===== src/rtl/flappy_pkg.sv =====
// Shared constants, pipe-word field layout, FSM states and pipe placement
// helpers for the flappy pipe scheduler.
package flappy_pkg;

    localparam logic [9:0]  SCREEN_W  = 10'd640;
    localparam logic [9:0]  PIPE_W    = 10'd50;
    localparam logic [9:0]  PIPE_HEAD = 10'd23;
    localparam logic [9:0]  Y_SPAN    = 10'd284;
    localparam logic [7:0]  GAP_MIN   = 8'd100;
    localparam logic [7:0]  GAP_SPAN  = 8'd50;

    // Pipe word layout: {4'b0, gap[7:0], x[9:0], y[9:0]}
    localparam int Y_LSB   = 0;
    localparam int X_LSB   = 10;
    localparam int GAP_LSB = 20;

    localparam logic [15:0] LFSR_SEED = 16'hACE1;

    // Index 0..2 corresponds to pipe1..pipe3.
    localparam logic [2:0][9:0] X_INIT   = {10'd630, 10'd420, 10'd210};
    localparam logic [2:0][9:0] PIPE_OFF = {10'd191, 10'd97, 10'd0};

    typedef enum logic [1:0] {
        IDLE = 2'd0,
        RUN  = 2'd1,
        HALT = 2'd2
    } state_t;

    function automatic logic [9:0] pipe_y(input logic [15:0] r, input logic [9:0] off);
        return PIPE_HEAD + 10'(({1'b0, r} + {7'b0, off}) % {7'b0, Y_SPAN});
    endfunction

    function automatic logic [7:0] pipe_gap(input logic [15:0] r, input logic [9:0] off);
        return GAP_MIN + 8'(({1'b0, r} + {7'b0, off}) % {9'b0, GAP_SPAN});
    endfunction

endpackage


===== src/rtl/pipe_lfsr.sv =====
// 16-bit Fibonacci LFSR (taps 16,14,13,11) that loads its seed while rst is low.
module pipe_lfsr (
    input  logic        clk,
    input  logic        rst,
    input  logic [15:0] seed,
    input  logic        en,
    output logic [15:0] value
);

    logic feedback;

    assign feedback = value[15] ^ value[13] ^ value[12] ^ value[10];

    always_ff @(posedge clk) begin
        if (!rst) begin
            value <= seed;
        end else if (en) begin
            value <= {value[14:0], feedback};
        end
    end

endmodule


===== src/rtl/pipe_scheduler.sv =====
// Scrolls three pipes, respawns them with LFSR-derived height/gap and flags bird passes.
// Optional player-2 height nudging of the selected pipe: define PIPE_P2_ADJUST_EN.
module pipe_scheduler #(
    parameter int SPEED  = 2,
    parameter int BIRD_X = 80
) (
    input  logic        clk,
    input  logic        rst,
    input  logic        tick,
    input  logic        start,
    input  logic        fail,
    input  logic        adj_up,
    input  logic        adj_down,
    output logic [31:0] pipe1,
    output logic [31:0] pipe2,
    output logic [31:0] pipe3,
    output logic [1:0]  sel,
    output logic        pass,
    output logic [1:0]  state
);

    import flappy_pkg::*;

    localparam logic [9:0] STEP      = 10'(SPEED);
    localparam logic [9:0] BIRD_EDGE = 10'(BIRD_X);

    state_t           cur_state, next_state;
    logic [15:0]      lfsr;
    logic [2:0][9:0]  x_q, x_next, y_q, y_next;
    logic [2:0][7:0]  gap_q, gap_next;
    logic [1:0]       sel_q, sel_next;
    logic             pass_q, pass_hit, any_respawn;

    pipe_lfsr u_lfsr (
        .clk   (clk),
        .rst   (rst),
        .seed  (LFSR_SEED),
        .en    (1'b1),
        .value (lfsr)
    );

    always_ff @(posedge clk) begin
        if (!rst) begin
            cur_state <= IDLE;
        end else begin
            cur_state <= next_state;
        end
    end

    always_comb begin
        next_state = cur_state;
        case (cur_state)
            IDLE:    if (start) next_state = RUN;
            RUN:     if (fail)  next_state = HALT;
            HALT:    if (start) next_state = IDLE;
            default: next_state = IDLE;
        endcase
    end

    // Candidate pipe positions for a RUN tick; respawn takes precedence over scroll and nudge.
    always_comb begin
        x_next      = x_q;
        y_next      = y_q;
        gap_next    = gap_q;
        sel_next    = sel_q;
        pass_hit    = 1'b0;
        any_respawn = 1'b0;
        for (int i = 0; i < 3; i++) begin
            if (x_q[i] <= STEP) begin
                x_next[i]   = SCREEN_W;
                y_next[i]   = pipe_y(lfsr, PIPE_OFF[i]);
                gap_next[i] = pipe_gap(lfsr, PIPE_OFF[i]);
                sel_next    = 2'(i + 1);
                any_respawn = 1'b1;
            end else begin
                x_next[i] = x_q[i] - STEP;
                if ((x_q[i] + PIPE_W > BIRD_EDGE) && (x_next[i] + PIPE_W <= BIRD_EDGE)) begin
                    pass_hit = 1'b1;
                end
`ifdef PIPE_P2_ADJUST_EN
                if ((sel_q == 2'(i + 1)) && (adj_up ^ adj_down)) begin
                    if (adj_up && (y_q[i] > PIPE_HEAD)) begin
                        y_next[i] = y_q[i] - 10'd1;
                    end else if (adj_down && (y_q[i] < PIPE_HEAD + Y_SPAN - 10'd1)) begin
                        y_next[i] = y_q[i] + 10'd1;
                    end
                end
`endif
            end
        end
    end

`ifndef PIPE_P2_ADJUST_EN
    logic unused_adj;
    assign unused_adj = adj_up | adj_down;
`endif

    always_ff @(posedge clk) begin
        if (!rst) begin
            x_q    <= X_INIT;
            sel_q  <= 2'd3;
            pass_q <= 1'b0;
            for (int i = 0; i < 3; i++) begin
                y_q[i]   <= pipe_y(LFSR_SEED, PIPE_OFF[i]);
                gap_q[i] <= pipe_gap(LFSR_SEED, PIPE_OFF[i]);
            end
        end else begin
            pass_q <= 1'b0;
            case (cur_state)
                IDLE: begin
                    x_q <= X_INIT;
                    for (int i = 0; i < 3; i++) begin
                        y_q[i]   <= pipe_y(lfsr, PIPE_OFF[i]);
                        gap_q[i] <= pipe_gap(lfsr, PIPE_OFF[i]);
                    end
                end
                RUN: begin
                    if (tick && !fail) begin
                        x_q    <= x_next;
                        y_q    <= y_next;
                        gap_q  <= gap_next;
                        sel_q  <= sel_next;
                        pass_q <= pass_hit && !any_respawn;
                    end
                end
                HALT: begin
                    if (start) x_q <= X_INIT;
                end
                default: ;
            endcase
        end
    end

    always_comb begin
        pipe1 = '0;
        pipe2 = '0;
        pipe3 = '0;
        pipe1[GAP_LSB +: 8] = gap_q[0];
        pipe1[X_LSB +: 10]  = x_q[0];
        pipe1[Y_LSB +: 10]  = y_q[0];
        pipe2[GAP_LSB +: 8] = gap_q[1];
        pipe2[X_LSB +: 10]  = x_q[1];
        pipe2[Y_LSB +: 10]  = y_q[1];
        pipe3[GAP_LSB +: 8] = gap_q[2];
        pipe3[X_LSB +: 10]  = x_q[2];
        pipe3[Y_LSB +: 10]  = y_q[2];
    end

    assign sel   = sel_q;
    assign pass  = pass_q;
    assign state = cur_state;

endmodule


===== config.mk =====
export PLATFORM = sky130hd
export DESIGN_NAME = pipe_scheduler
export DESIGN_NICKNAME = d
export VERILOG_FILES = /design/src/rtl/flappy_pkg.sv /design/src/rtl/pipe_lfsr.sv /design/src/rtl/pipe_scheduler.sv
export SDC_FILE = /design/constraint.sdc
export NUM_CORES = 1
export LEC_CHECK = 0
export ABC_AREA = 1
export CORE_MARGIN = 2
export CORE_UTILIZATION = 35
export CTS_CLUSTER_DIAMETER = 200
export CTS_CLUSTER_SIZE = 20
export DETAILED_ROUTE_END_ITERATION = 12
export PLACE_DENSITY = 0.55
export SLEW_MARGIN = 20
export SYNTH_ARGS = -nofsm -noshare
export SYNTH_HDL_FRONTEND = slang
export SYNTH_SLANG_ARGS = --single-unit

===== constraint.sdc =====
create_clock -name clk -period 10.14 [get_ports clk]
set_input_delay 2.028 -clock clk [delete_from_list [all_inputs] [get_ports clk]]
set_output_delay 2.028 -clock clk [all_outputs]
set_load 0.02 [all_outputs]

==> results by group <==
Worst setup path
  – WP data required: 10410 ps
  – Element type at the critical path end: flip-flop
  – Worst R2R End: pipe3[26]
  – Arr. time, crit path: 8820 ps
  – CP Class: flip-flop to flip-flop
  – CP max FO: 11
  – R2R depth: 65
  – FF-to-FF setup slack: 1590 ps
  – Slowest stage delay, CP: 650 ps
  – Crit-path slowest cell: dfxtp_1
  – Crit Reg-Reg Startpoint: u_lfsr.value[1]
  – Top delay family on crit path: simple AND/OR/NAND/NOR gates
  – Startpoint types: flip-flop
  – Most frequent CP cell: nand2_2
  – Worst Path Buf+Inv: 4

Floorplan
  – # IOs: 108
  – Die Area: 48700 sq um
  – Initial Util: 35.4%
  – Core box area: 46500 sq um
  – Placement Rows: 79
  – Die Y: 221 um
  – Chip width: 221 um

Hold path
  – Endpoint, Worst Hold: pipe1[9]
  – Min-delay src: pipe1[9]
  – Hold Crit Class: flip-flop to flip-flop
  – Hold depth: 2

Routing
  – Wire per inst: 12.0 um
  – Iteration-0 DRC Markers: 906
  – Routed vias: 16956
  – Drt pass-1 iters: 5
  – Detail Route Antenna Nets: 0
  – Post-Route WL: 42.0 mm
  – Vias per cell: 4.83
  – DRC: 0

Clock network
  – CTS Sinks: 102
  – H-tree levels: 3
  – CTS Buf Count: 9
  – Post-CTS sizing: 0
  – CTS tree: built
  – Clock Latency Late Sink: 360 ps
  – Post-CTS Hold Fix Bufs: 0
  – Clk root buf: clkbuf_16
  – Post-CTS setup buffers: 0
  – Clk slew on worst S/H paths: 90 ps
  – Longest Clk Path Bufs: 2

Timing
  – Final TNS setup: 0 ps
  – Slew @ Worst Pin: 972 ps
  – Final WS setup: 1590 ps
  – Max Fclk: 117 MHz
  – Worst Skew: 14.9 ps
  – Final period demand of the worst path: 8550 ps
  – Max-slew violation count: 0
  – Final hold vios: 0
  – RSZ-0062 raised after global routing: false
  – Max_slew headroom: 35.0%
  – Final setup vio count: 0
  – Period utilization: 84.3%

GRT
  – Total gr overflow: 0
  – GRT Overall Usage: 17.2%
  – First-pass GRT wire length: 71.8 mm
  – Largest net degree at the start of global routing: 58
  – Number of global-route vias before repair: 15482
  – Initial antenna violation count: 0

Place
  – Placed cell area: 17800 sq um
  – Post-place setup slack: 1560 ps
  – GPL Wtd Cong: 0.828
  – IO buf count: 90
  – DPL Wire Length: 34.2 mm

Final layout
  – Diode count: 0
  – Layout cell share with drive strength beyond 1: 16.5%
  – Commonest cells after routing, fill and taps aside: nand2_1, inv_1, nand3_1
  – Fillers: 5098
  – Layout Nets: 2939
  – Syn-to-layout area delta: 10.1%
  – Final Cell Area: 18100 sq um
  – Most common cell after layout, fill and taps aside: nand2_1

Yosys
  – Synth area leaders: nand2_1, dfxtp_1, nand3_1
  – Area share of the largest cell type after synthesis: 18.7%
  – Ys flop type: dfxtp_1
  – Avg Cell Area, Syn: 5.79 sq um
  – Cell area after synthesis: 16400 sq um
  – FF+latch count, synth: 102
  – EDFF count, synth: 0
  – Synth cell types: 73
  – Warnings, synthesis: 0
  – Asr flop ratio synth: 0%
  – Cell accounting for the most synthesized area: nand2_1
  – Syn Inst Count: 2840
  – Fraction of the yosys area taken by sequential cells: 12.4%

Run
  – Max_cap viols: 0

Run status
  – Status: finished clean
cell families after synthesis:
logic type / Yosys count / synth area share, %
simple gates: 1761 / 53.6
mux: 1 / 0.0685
other cells: 1 / 0.0228
compound gates: 323 / 11.6
buf+inv: 475 / 11.9
flops: 102 / 12.4
xor+xnor: 143 / 7.89
fa+ha+maj: 34 / 2.59
cell type report:
| cell class | count | area [sq um] | share of cell area, % |
|---|---|---|---|
| Tap cell | 607 | 759 | 4.19 |
| Sequential cell | 102 | 2040 | 11.3 |
| Clock buffer | 9 | 225 | 1.24 |
| Inverter | 414 | 1570 | 8.68 |
| Multi-Input combinational cell | 2277 | 12500 | 69.0 |
| Clock inverter | 7 | 81.3 | 0.449 |
| Timing Repair Buffer | 94 | 926 | 5.11 |
worst register-to-register path: cells and delay by family (launching register included):
kind	cells	cell delay, ps
and+or+nand+nor	56	6160
adders and majority gates	3	830
DFF	1	650
buffers and inverters	4	520
AOI/OAI and AO/OA	2	330
metal layers:
layer	vias to the layer above	track usage (%)	share of wire [%]	wire [um]
met5	-	0	0	0
met3	30	1.64	2.7	1140
met1	7534	22.6	49	20500
li1	9169	-	-	-
met4	0	2.49	1.2	491
met2	223	30.8	47	19900
per-stage QoR:
step,utilization (%),std cells,hold WS [ps]
after CTS,39.0,3510,444
after floorplan,-,2854,519
after global routing,39.0,3510,462
after global placement,38.3,3494,430
final,39.0,3510,443
after detailed placement,38.3,3494,430
state kept, by name (all words and copies together), names as in the netlist:
| name | flops |
|---|---|
| sel | 2 |
| pipe1 | 27 |
| pipe2 | 27 |
| u_lfsr.value | 16 |
| pass | 1 |
| state | 2 |
| pipe3 | 27 |
cells in the mapped netlist, types with 4 or more instances:
| master | n |
|---|---|
| o21bai_1 | 4 |
| xor2_1 | 113 |
| o21ai_4 | 4 |
| clkbuf_1 | 23 |
| o21ai_0 | 122 |
| a21o_1 | 6 |
| a21oi_2 | 7 |
| a22oi_1 | 4 |
| nand2_2 | 178 |
| nor2_1 | 210 |
| dfxtp_1 | 102 |
| a21oi_1 | 88 |
| ha_1 | 34 |
| nand4_1 | 65 |
| buf_2 | 7 |
| clkinv_1 | 7 |
| nand2_1 | 818 |
| or2_2 | 4 |
| xor2_2 | 5 |
| nand3_4 | 10 |
| nand2_4 | 49 |
| a31oi_1 | 4 |
| o21ai_2 | 9 |
| inv_1 | 334 |
| buf_6 | 8 |
| nand3b_1 | 7 |
| nor3_1 | 13 |
| and2_1 | 4 |
| buf_4 | 19 |
| nand3_2 | 36 |
| a21oi_4 | 4 |
| nor2_2 | 37 |
| nand3_1 | 284 |
| o21ai_1 | 41 |
| nand4_2 | 17 |
| o211ai_1 | 8 |
| inv_2 | 66 |
| clkinv_2 | 5 |
| nor2_4 | 11 |
| xnor2_1 | 24 |
how the worst max path moves through the flow:
stage	start	to	depth (start not counted)	slack, ps
after floorplan	u_lfsr.value[1]	pipe3[26]	67	3150
after global placement	u_lfsr.value[1]	pipe3[26]	65	1780
after detailed placement	u_lfsr.value[1]	pipe3[26]	63	1560
after CTS	u_lfsr.value[1]	pipe3[26]	65	1550
after global routing	u_lfsr.value[1]	pipe3[26]	67	550
final	u_lfsr.value[1]	pipe3[26]	65	1590
Power is left out: the tool's default activity adds up to more than one toggle a clock period on the data nets, which glitch-free logic cannot reach.
==> RTL edit (same flow settings) <==
The option `PIPE_P2_ADJUST_EN` is turned on by a define.
--- a/src/rtl/pipe_scheduler.sv
+++ b/src/rtl/pipe_scheduler.sv
@@ -2,2 +2,4 @@
 // Optional player-2 height nudging of the selected pipe: define PIPE_P2_ADJUST_EN.
+`define PIPE_P2_ADJUST_EN
+
 module pipe_scheduler #(
Behaviour: not the same (Yosys sat finds a counterexample within 4 cycles, from zero or initial values and one cycle with rst low).
==> RTL edit against the original RTL <==
  * Setup slack improved by 0.18 ns
  * Area after synthesis rose by 14%
  * Sequential cell count unchanged
  * Cell area up 13%
  * Cell count rose by 10%
  * Non-clock buffer count rose by 6
  * Wire length is 14% higher
  * Die area up 14%
  * Critical path type unchanged
  * Highest routed layer unchanged
Power is not shown: default switching activity piles up to over one toggle a cycle in this logic, so the estimate is an artifact.
==> RTL edit: results <==
[clock_tree]
cts_root_buf = clkbuf_16
ctsHtreeMaxLevel = 3
insertion_delay_ns = 0.37
cts_resized = 0
post_cts_buffers = 0
tritoncts.num_buffers = 9
cts_buffer_depth = 2

[global_route]
grt_first_pass_wirelength_mm = 83.0
antenna_found_initial = 0
grt.total_usage_pct = 17.2
overflow = 0
grt_pass1_vias = 17227
grt_max_degree = 65

[drt]
vias = 18621
first_pass_iters = 5
wl_per_cell_um = 12.4
drtIter0Drc = 838

[synthesis]
async_flop_share_pct = 0
ys_top_cells_by_count = nand2_1, inv_1, nand3_1, nand2_2, nor2_1
ys_types = 79
synth.avg_cell_area_sq_um = 6.02
synthTopCellsByArea = nand2_1, dfxtp_1, nand2_2
seq_area_frac_synth_pct = 10.9
synth_ff_type = dfxtp_1
synth_warnings = 0

[placement]
dp_hpwl_mm = 38.9
placed_cell_area_sq_um = 20100
port_buffers = 92
place_ws_ns = 1.73
place_congestion = 0.843

[setup_path]
path_class = reg2reg
r2r-start = u_lfsr.value[1]$_SDFF_PN0_
r2r_cells = 60
arrival_ns = 8.69
crit_path_max_fanout = 14
cp_slowest_cell = dfxtp_1

[run_status]
status = complete, no violations

[min_path]
hp-class = reg2reg
worstHoldStart = pipe3[27]$_SDFFE_PN1P_
hold_depth = 2

[sta]
skew_ns = 0.0121
worstMarginPinSlew_ns = 0.884

[final_layout]
final_nets = 3250
drive_above_1_share_pct = 19.1
stdcell_count = 3874
num_antenna_cells = 0
-- RTL edit: changes by cell type after synthesis, moves of 13 or more --
cell,before,now
clkbuf_8,1,15
a21oi_1,88,128
xnor2_1,24,40
inv_1,334,360
nand2_2,178,244
nand2_1,818,801
nand2_4,49,83
o21ai_0,122,152
ha_1,34,58
nor2_4,11,24
-- RTL edit: cells by family after synthesis --
logic type      Yosys count  share of synthesized area [%]
compound gates          422                           13.5
xor+xnor                154                           7.41
fa+ha+maj                61                           4.18
buf+inv                 516                           12.1
flops                   102                           10.9
other cells               1                         0.0199
simple gates           1869                           51.9
-- RTL edit: cell type report --
type	count	area, sq um
Fill cell	5817	32400
Multi-Input combinational cell	2521	14500
Sequential cell	102	2040
Inverter	448	1720
Timing Repair Buffer	100	976
Tap cell	688	861
Clock buffer	9	225
Clock inverter	6	77.6
-- RTL edit: path summary, 6_finish.rpt --
kind,end,slack (ns)
min,pipe3[27]$_SDFFE_PN1P_,0.50
max reg2reg,pipe2[26]$_SDFFE_PN1P_,1.76
min reg2reg,pipe3[27]$_SDFFE_PN1P_,0.50
max,pipe2[26]$_SDFFE_PN1P_,1.76
-- RTL edit: layer usage --
metal | routed length (um) | global-route usage, % | vias up
li1 | - | - | 10147
met1 | 24100 | 23.5 | 8240
met2 | 22200 | 30.0 | 209
met3 | 1100 | 1.30 | 25
met4 | 476 | 2.80 | 0
met5 | 0 | 0 | -
-- RTL edit: critical path, delay by kind of cell, from the launching register on --
family	cells	cell delay [ns]
DFF	1	0.65
buffers and inverters	5	0.40
and+or+nand+nor	47	5.25
AOI/OAI and AO/OA	3	0.62
xor gates and xnor gates	2	0.52
adders and majority gates	3	0.83
